$ cat src/rtl/ps2_host_tx_pkg.sv
// ----------------------------------------------------------------------------
// ps2_pkg
// Shared definitions for the PS/2 host-to-device transmitter. This package is
// also intended for the PS/2 receiver that shares the same pins.
//   - ps2_state_e  : transmitter FSM state encoding
//   - PS2_CMD_*    : common keyboard command bytes
//   - PS2_ACK      : byte the keyboard returns after accepting a command
//   - PS2_FRAME_LEN: data + parity + stop bits held in the shift register
//   - ps2_frame()  : builds the shift-register image for one byte
// ----------------------------------------------------------------------------
package ps2_pkg;

  typedef enum logic [2:0] {
    ST_IDLE      = 3'd0,
    ST_INHIBIT   = 3'd1,
    ST_REQ       = 3'd2,
    ST_SEND      = 3'd3,
    ST_ACK       = 3'd4,
    ST_WAIT_IDLE = 3'd5
  } ps2_state_e;

  localparam logic [7:0] PS2_CMD_SET_LED = 8'hED;
  localparam logic [7:0] PS2_CMD_ENABLE  = 8'hF4;
  localparam logic [7:0] PS2_CMD_RESET   = 8'hFF;
  localparam logic [7:0] PS2_ACK         = 8'hFA;

  // Data bits, odd parity and stop bit. The start bit is not stored: it is
  // the data line already held low on entry to REQ/SEND.
  localparam int PS2_FRAME_LEN = 10;

  // Frame image, shifted out LSB-first: {stop, odd parity, data[7:0]}.
  function automatic logic [PS2_FRAME_LEN-1:0] ps2_frame(input logic [7:0] d);
    return {1'b1, ~^d, d};
  endfunction

endpackage

$ cat src/rtl/ps2_host_tx_if.sv
// ----------------------------------------------------------------------------
// ps2_host_tx_if
// Command-side handshake of the PS/2 host transmitter.
//   tx_data  : byte to send, sampled on tx_valid & tx_ready
//   tx_valid : send request
//   tx_ready : transmitter idle, a request will be accepted
//   busy     : transfer in progress (the receiver ignores the pins meanwhile)
//   done     : one-cycle pulse, device acknowledged
//   error    : one-cycle pulse, device NACK (or watchdog timeout)
// Modports: master = command issuer, slave = the transmitter.
// ----------------------------------------------------------------------------
interface ps2_host_tx_if;

  logic [7:0] tx_data;
  logic       tx_valid;
  logic       tx_ready;
  logic       busy;
  logic       done;
  logic       error;

  modport master (
    output tx_data,
    output tx_valid,
    input  tx_ready,
    input  busy,
    input  done,
    input  error
  );

  modport slave (
    input  tx_data,
    input  tx_valid,
    output tx_ready,
    output busy,
    output done,
    output error
  );

endinterface

$ cat src/rtl/ps2_line_sync.sv
// ----------------------------------------------------------------------------
// ps2_line_sync
// Brings the raw, asynchronous PS/2 clock and data pins into the clk domain
// and detects falling edges of the PS/2 clock. Reusable by the receiver.
//   clk, rst   : system clock, synchronous active-high reset
//   clk_in     : raw PS/2 clock pin level
//   data_in    : raw PS/2 data pin level
//   clk_s      : synchronised PS/2 clock level
//   data_s     : synchronised PS/2 data level (same latency as clk_s)
//   fe         : one-cycle strobe on a PS/2 clock falling edge
// ----------------------------------------------------------------------------
module ps2_line_sync (
  input  logic clk,
  input  logic rst,
  input  logic clk_in,
  input  logic data_in,
  output logic clk_s,
  output logic data_s,
  output logic fe
);

  // Bit 0 is the first flop of each chain.
  logic [2:0] clk_sync_q;
  logic [1:0] data_sync_q;

  always_ff @(posedge clk) begin
    if (rst) begin
      // Idle bus is high; resetting high avoids a false edge after reset.
      clk_sync_q  <= 3'b111;
      data_sync_q <= 2'b11;
    end else begin
      clk_sync_q  <= {clk_sync_q[1:0], clk_in};
      data_sync_q <= {data_sync_q[0], data_in};
    end
  end

  // Falling edge: the older sample (flop 3) is high and the newer one
  // (flop 2) is low.
  assign fe     = clk_sync_q[2] & ~clk_sync_q[1];

  // Second flops of both chains, so a data level sampled on fe was seen on
  // the pins at the same instant as the clock fall.
  assign clk_s  = clk_sync_q[1];
  assign data_s = data_sync_q[1];

endmodule

$ cat src/rtl/ps2_host_tx.sv
// ----------------------------------------------------------------------------
// ps2_host_tx
// Host-to-device PS/2 transmitter. Sends one command byte to the keyboard over
// the shared open-drain clock/data lines: inhibit, request-to-send, start bit,
// 8 data bits LSB-first, odd parity, stop bit, then the device acknowledge.
//
// Parameters
//   INHIBIT_CYCLES : clk cycles the PS/2 clock is held low before data drops
//   REQ_CYCLES     : clk cycles clock and data are both held low
//   TIMEOUT_CYCLES : watchdog limit from SEND entry (timeout build only)
// Ports
//   clk, rst       : system clock, synchronous active-high reset
//   host           : command handshake (ps2_host_tx_if.slave)
//   ps2_clk_in     : raw PS/2 clock pin (asynchronous)
//   ps2_data_in    : raw PS/2 data pin (asynchronous)
//   ps2_clk_oe     : 1 pulls the PS/2 clock pin low
//   ps2_data_oe    : 1 pulls the PS/2 data pin low
//
// Build option
//   PS2_TX_TIMEOUT_EN : when defined, a watchdog aborts a transfer that has
//   not finished TIMEOUT_CYCLES after SEND entry, releasing both lines and
//   pulsing error. When undefined a silent device keeps the block busy until
//   rst.
// ----------------------------------------------------------------------------
module ps2_host_tx
  import ps2_pkg::*;
#(
  parameter int INHIBIT_CYCLES = 10000,
  parameter int REQ_CYCLES     = 16,
  parameter int TIMEOUT_CYCLES = 2000000
) (
  input  logic          clk,
  input  logic          rst,
  ps2_host_tx_if.slave  host,
  input  logic          ps2_clk_in,
  input  logic          ps2_data_in,
  output logic          ps2_clk_oe,
  output logic          ps2_data_oe
);

  if (INHIBIT_CYCLES < 1 || REQ_CYCLES < 1 || TIMEOUT_CYCLES < 1) begin : g_param_check
    $error("ps2_host_tx: cycle parameters must be at least 1");
  end

  localparam int CNT_MAX = (INHIBIT_CYCLES > REQ_CYCLES) ? INHIBIT_CYCLES : REQ_CYCLES;
  localparam int CNT_W   = $clog2(CNT_MAX + 1);

  // --------------------------------------------------------------------------
  // Pin synchronisation
  // --------------------------------------------------------------------------
  logic clk_s;
  logic data_s;
  logic fe;

  ps2_line_sync u_sync (
    .clk     (clk),
    .rst     (rst),
    .clk_in  (ps2_clk_in),
    .data_in (ps2_data_in),
    .clk_s   (clk_s),
    .data_s  (data_s),
    .fe      (fe)
  );

  // --------------------------------------------------------------------------
  // State
  // --------------------------------------------------------------------------
  ps2_state_e               state_q;
  logic [PS2_FRAME_LEN-1:0] frame_q;
  logic [CNT_W-1:0]         cnt_q;
  logic [3:0]               bit_idx_q;
  logic                     ack_ok_q;
  logic                     clk_oe_q;
  logic                     data_oe_q;
  logic                     done_q;
  logic                     error_q;

`ifdef PS2_TX_TIMEOUT_EN
  localparam int WD_W = $clog2(TIMEOUT_CYCLES + 1);
  logic [WD_W-1:0] wd_q;
  logic            wd_active;

  assign wd_active = (state_q == ST_SEND) || (state_q == ST_ACK) ||
                     (state_q == ST_WAIT_IDLE);
`endif

  always_ff @(posedge clk) begin
    if (rst) begin
      state_q   <= ST_IDLE;
      frame_q   <= '0;
      cnt_q     <= '0;
      bit_idx_q <= '0;
      ack_ok_q  <= 1'b0;
      clk_oe_q  <= 1'b0;
      data_oe_q <= 1'b0;
      done_q    <= 1'b0;
      error_q   <= 1'b0;
`ifdef PS2_TX_TIMEOUT_EN
      wd_q      <= '0;
`endif
    end else begin
      // Result strobes are single-cycle by default.
      done_q  <= 1'b0;
      error_q <= 1'b0;

      case (state_q)
        ST_IDLE: begin
          clk_oe_q  <= 1'b0;
          data_oe_q <= 1'b0;
          if (host.tx_valid) begin
            frame_q  <= ps2_frame(host.tx_data);
            cnt_q    <= '0;
            clk_oe_q <= 1'b1;
            state_q  <= ST_INHIBIT;
          end
        end

        ST_INHIBIT: begin
          if (cnt_q == CNT_W'(INHIBIT_CYCLES - 1)) begin
            cnt_q     <= '0;
            data_oe_q <= 1'b1;
            state_q   <= ST_REQ;
          end else begin
            cnt_q <= cnt_q + 1'b1;
          end
        end

        ST_REQ: begin
          if (cnt_q == CNT_W'(REQ_CYCLES - 1)) begin
            // Releasing the clock with data still low is the start bit.
            cnt_q     <= '0;
            clk_oe_q  <= 1'b0;
            bit_idx_q <= '0;
            state_q   <= ST_SEND;
          end else begin
            cnt_q <= cnt_q + 1'b1;
          end
        end

        ST_SEND: begin
          if (fe) begin
            // Open-drain: driving a 0 means pulling low.
            data_oe_q <= ~frame_q[0];
            frame_q   <= {1'b0, frame_q[PS2_FRAME_LEN-1:1]};
            bit_idx_q <= bit_idx_q + 1'b1;
            // Tenth edge puts out the stop bit (data released).
            if (bit_idx_q == 4'(PS2_FRAME_LEN - 1)) begin
              state_q <= ST_ACK;
            end
          end
        end

        ST_ACK: begin
          if (fe) begin
            ack_ok_q <= ~data_s;
            state_q  <= ST_WAIT_IDLE;
          end
        end

        ST_WAIT_IDLE: begin
          if (clk_s && data_s) begin
            done_q  <= ack_ok_q;
            error_q <= ~ack_ok_q;
            state_q <= ST_IDLE;
          end
        end

        default: begin
          clk_oe_q  <= 1'b0;
          data_oe_q <= 1'b0;
          state_q   <= ST_IDLE;
        end
      endcase

`ifdef PS2_TX_TIMEOUT_EN
      // The watchdog has the last word: it overrides whatever the FSM
      // decided this cycle, so done and error can never coincide.
      if (wd_active) begin
        if (wd_q == WD_W'(TIMEOUT_CYCLES - 1)) begin
          wd_q      <= '0;
          clk_oe_q  <= 1'b0;
          data_oe_q <= 1'b0;
          done_q    <= 1'b0;
          error_q   <= 1'b1;
          state_q   <= ST_IDLE;
        end else begin
          wd_q <= wd_q + 1'b1;
        end
      end else begin
        wd_q <= '0;
      end
`endif
    end
  end

  // --------------------------------------------------------------------------
  // Outputs
  // --------------------------------------------------------------------------
  assign ps2_clk_oe    = clk_oe_q;
  assign ps2_data_oe   = data_oe_q;
  assign host.tx_ready = (state_q == ST_IDLE);
  assign host.busy     = (state_q != ST_IDLE);
  assign host.done     = done_q;
  assign host.error    = error_q;

endmodule
$ cat src/flat_wrapper.sv
// flat-port wrapper written by rule: the top's interface ports become plain ports
module ps2_host_tx_flat import ps2_pkg::*;
#(
  parameter int INHIBIT_CYCLES = 10000,
  parameter int REQ_CYCLES     = 16,
  parameter int TIMEOUT_CYCLES = 2000000
)
  (clk, rst, ps2_clk_in, ps2_data_in, ps2_clk_oe, ps2_data_oe, host_tx_data, host_tx_valid, host_tx_ready, host_busy, host_done, host_error);
  ps2_host_tx_if host_i ();
  input  logic clk;
  input  logic rst;
  input  logic ps2_clk_in;
  input  logic ps2_data_in;
  output logic ps2_clk_oe;
  output logic ps2_data_oe;
  input wire logic [$bits(host_i.tx_data)-1:0] host_tx_data;
  input wire logic [$bits(host_i.tx_valid)-1:0] host_tx_valid;
  output wire logic [$bits(host_i.tx_ready)-1:0] host_tx_ready;
  output wire logic [$bits(host_i.busy)-1:0] host_busy;
  output wire logic [$bits(host_i.done)-1:0] host_done;
  output wire logic [$bits(host_i.error)-1:0] host_error;
  assign host_i.tx_data = host_tx_data;
  assign host_i.tx_valid = host_tx_valid;
  assign host_tx_ready = host_i.tx_ready;
  assign host_busy = host_i.busy;
  assign host_done = host_i.done;
  assign host_error = host_i.error;
  ps2_host_tx #(.INHIBIT_CYCLES(INHIBIT_CYCLES), .REQ_CYCLES(REQ_CYCLES), .TIMEOUT_CYCLES(TIMEOUT_CYCLES)) u_core (.clk(clk), .rst(rst), .host(host_i), .ps2_clk_in(ps2_clk_in), .ps2_data_in(ps2_data_in), .ps2_clk_oe(ps2_clk_oe), .ps2_data_oe(ps2_data_oe));
endmodule
$ cat config.mk
export PLATFORM = sky130hd
export DESIGN_NAME = ps2_host_tx_flat
export DESIGN_NICKNAME = d
export VERILOG_FILES = /design/src/rtl/ps2_host_tx_pkg.sv /design/src/rtl/ps2_host_tx_if.sv /design/src/rtl/ps2_line_sync.sv /design/src/rtl/ps2_host_tx.sv /design/src/flat_wrapper.sv
export SDC_FILE = /design/constraint.sdc
export NUM_CORES = 1
export LEC_CHECK = 0
export CAP_MARGIN = 25
export CORE_ASPECT_RATIO = 1.25
export CORE_MARGIN = 3
export CORE_UTILIZATION = 55
export DETAILED_ROUTE_END_ITERATION = 8
export PLACE_DENSITY = 0.77
export SYNTH_ARGS = -nofsm -noshare
export SYNTH_HDL_FRONTEND = slang
export SYNTH_SLANG_ARGS = --single-unit
export TNS_END_PERCENT = 100
$ cat constraint.sdc
create_clock -name clk -period 5.2 [get_ports clk]
set_input_delay 0.78 -clock clk [delete_from_list [all_inputs] [get_ports clk]]
set_output_delay 0.78 -clock clk [all_outputs]
set_load 0.01 [all_outputs]
==> metrics.cfg <==
[place]
placed_cells = 318
portBuffers = 18
post-dp-hpwl_um = 3160
gp_congestion = 0.799
place_area_mm2 = 0.00236

[sta]
fmax_mhz = 349
relSlewSlack_pct = 54.3
finalSetupViolations = 0
skew_ns = 0.00699
fin_crit_ns = 2.86
slew_violations = 0
setup_tns_ns = 0
holdWs_ns = 0.412
final_hold_viol_count = 0
rsz0062_at_grt = false
tightest_slew_ns = 0.686
fin_crit_sh_pct = 55.0

[yosys]
yosysSeqAreaShare_pct = 37.6
synth.area.top_cells = dfxtp_1 38%, nand3_1 5.0%, a311oi_1 4.4%
yosys_warnings = 0
ys.flop_type = dfxtp_1
synthAdderAreaFrac_pct = 1.72
yosysTopAreaCellShare_pct = 37.6
avgSynthCellArea_um2 = 8.29
yosys.area_share.simple_pct = 26.9
synth_compound_area_share_pct = 23.5
synth.largest_area_cell = dfxtp_1
synthMuxAreaShare_pct = 0.459
synth_top_family_by_area = simple AND/OR/NAND/NOR gates
async_flop_share_pct = 0
synth_cells = 263
synth_cell_types = 54
ys_seq_elements = 41
syn_area_mm2 = 0.00218
synth.most_common_cell = dfxtp_1
synth_xor_area_share_pct = 4.76
synth_enable_flop_cells = 0
syn_nets = 279
synthTopCellsByCount = 41 x dfxtp_1, 24 x nand2_1, 24 x nor2_1

[clock_tree]
clk_pin_slew_ns = 0.07
cts_tree = yes
cts_buffer_depth = 2
cts_sinks = 41
cts-root-buf = clkbuf_8
clock_latency_ns = 0.30
htree_levels = 2
ctsResizeCount = 0
cts_setup_buffers = 0
hold_buffers = 0
cts_made_buffers = 5

[job]
maxCapViolCount = 0

[layout]
drive_above_1_share_pct = 8.79
register_area_um2 = 821
stdcell_count = 325
fin_nets = 289
multi_input_area_mm2 = 0.00125
fillers = 297
insertedDiodeCount = 0
fin_util_pct = 67.3
area_growth_pct = 12.2
stdcell_area_mm2 = 0.00245

[run_status]
status = complete, no violations

[route]
drtIter0Drc = 137
drc = 0
wl_um = 4580
via_per_inst = 5.88
ant_nets = 0
vias = 1912
first_pass_iters = 4
routedWlPerCell_um = 14.1

[die]
die_h_um = 76.4
fp.coreArea_mm2 = 0.00363
die_area_mm2 = 0.00476
start_util_pct = 60.0
rows = 24
io_pins = 19
fp.dieW_um = 62.3

[global_route]
track_usage_pct = 20.5
grt_overflow = 0
antenna_found_initial = 0
grt_pass1_wl_um = 7910
grt_max_degree = 41
first_global_vias = 1845

[hold_path]
hold_path.class = flip-flop to flip-flop
hold_depth = 1

[power]
power_density_mw_per_mm2 = 328
peakVddDrop_v = 0.000248
power.leakage_uw = 0.000811

[critical_path]
crit_path_end_kind = output port
crit_fanout = 19
start_kind = flip-flop
arrival_ns = 2.08
worstPathRequired_ns = 4.42
reg2regPathDepth = 5
timing_worst_setup_path_type = flip-flop to output port

-- power breakdown --
group	total (uW)	switching, uW	internal, uW
sequential	368	28.6	339
combinational	223	126	97.0
clock	211	106	105
total	803	261	542
-- registers in the layout, indices dropped and copies added (netlist names) --
signal / cells
u_core.ps2_data_oe: 1
u_core.ack_ok_q: 1
u_core.cnt_q: 14
u_core.state_q: 3
u_core.u_sync.data_sync_q: 2
u_core.host.error: 1
u_core.frame_q: 10
u_core.host.done: 1
u_core.bit_idx_q: 4
u_core.u_sync.clk_sync_q: 3
u_core.ps2_clk_oe: 1
-- routing by layer --
layer / vias up / part of all wire, % / track usage (%)
met4: 0 / 3.6 / 13.7
met5: - / 0 / 0
li1: 992 / - / -
met2: 28 / 50 / 35.7
met1: 879 / 43 / 21.7
met3: 13 / 2.9 / 4.87
-- critical path, cell delays in order (launching register included) --
cell and delay (ns):
dfxtp_1 0.50, buf_4 0.30, nor3_1 0.35, clkdlybuf4s50_1 0.63
-- cells by family after synthesis --
logic type / Yosys count
XOR/XNOR: 11
adder cells (fa/ha/maj): 3
buffers and inverters: 24
flip-flops: 41
AO/OA/AOI/OAI: 67
AND/OR/NAND/NOR: 116
multiplexers: 1
-- worst paths after layout --
| check | start | endpoint | slack (ns) |
|---|---|---|---|
| worst max-delay path | u_core.state_q[0] | host_tx_ready | 2.34 |
| worst min register to register | u_core.u_sync.clk_sync_q[0] | u_core.u_sync.clk_sync_q[1] | 0.41 |
| worst max register to register | u_core.state_q[0] | u_core.frame_q[7] | 2.58 |
| worst min-delay path | u_core.u_sync.clk_sync_q[0] | u_core.u_sync.clk_sync_q[1] | 0.41 |
-- placed cells by master, fill, tap and decap left out, types with 4 or more instances in the layout --
master	instances
dfxtp_1	41
clkdlybuf4s50_1	18
nor2_1	24
xnor2_1	9
a211oi_1	4
nor3_1	10
a31oi_1	9
a21oi_1	11
nand4_1	4
clkbuf_8	6
nand3_1	22
a311oi_1	11
inv_1	6
nand2_1	24
or3_1	4
nor2b_1	5
or2_2	5
a22oi_1	6
nand2b_1	4
-- stage by stage --
stage | setup slack [ns] | total power (uW)
after floorplan | 3.31 | 544
after detailed placement | 2.58 | 598
after global routing | 2.16 | 847
final | 2.34 | 803
after global placement | 2.68 | 595
after CTS | 2.32 | 812
-- final cells by class --
class                           instances  area share (%)
Inverter                                6           0.921
Sequential cell                        41            33.6
Clock buffer                            7            3.53
Multi-Input combinational cell        198            51.0
Tap cell                               52            2.66
Timing Repair Buffer                   21            8.29
Power figures use the tool's default switching activity.
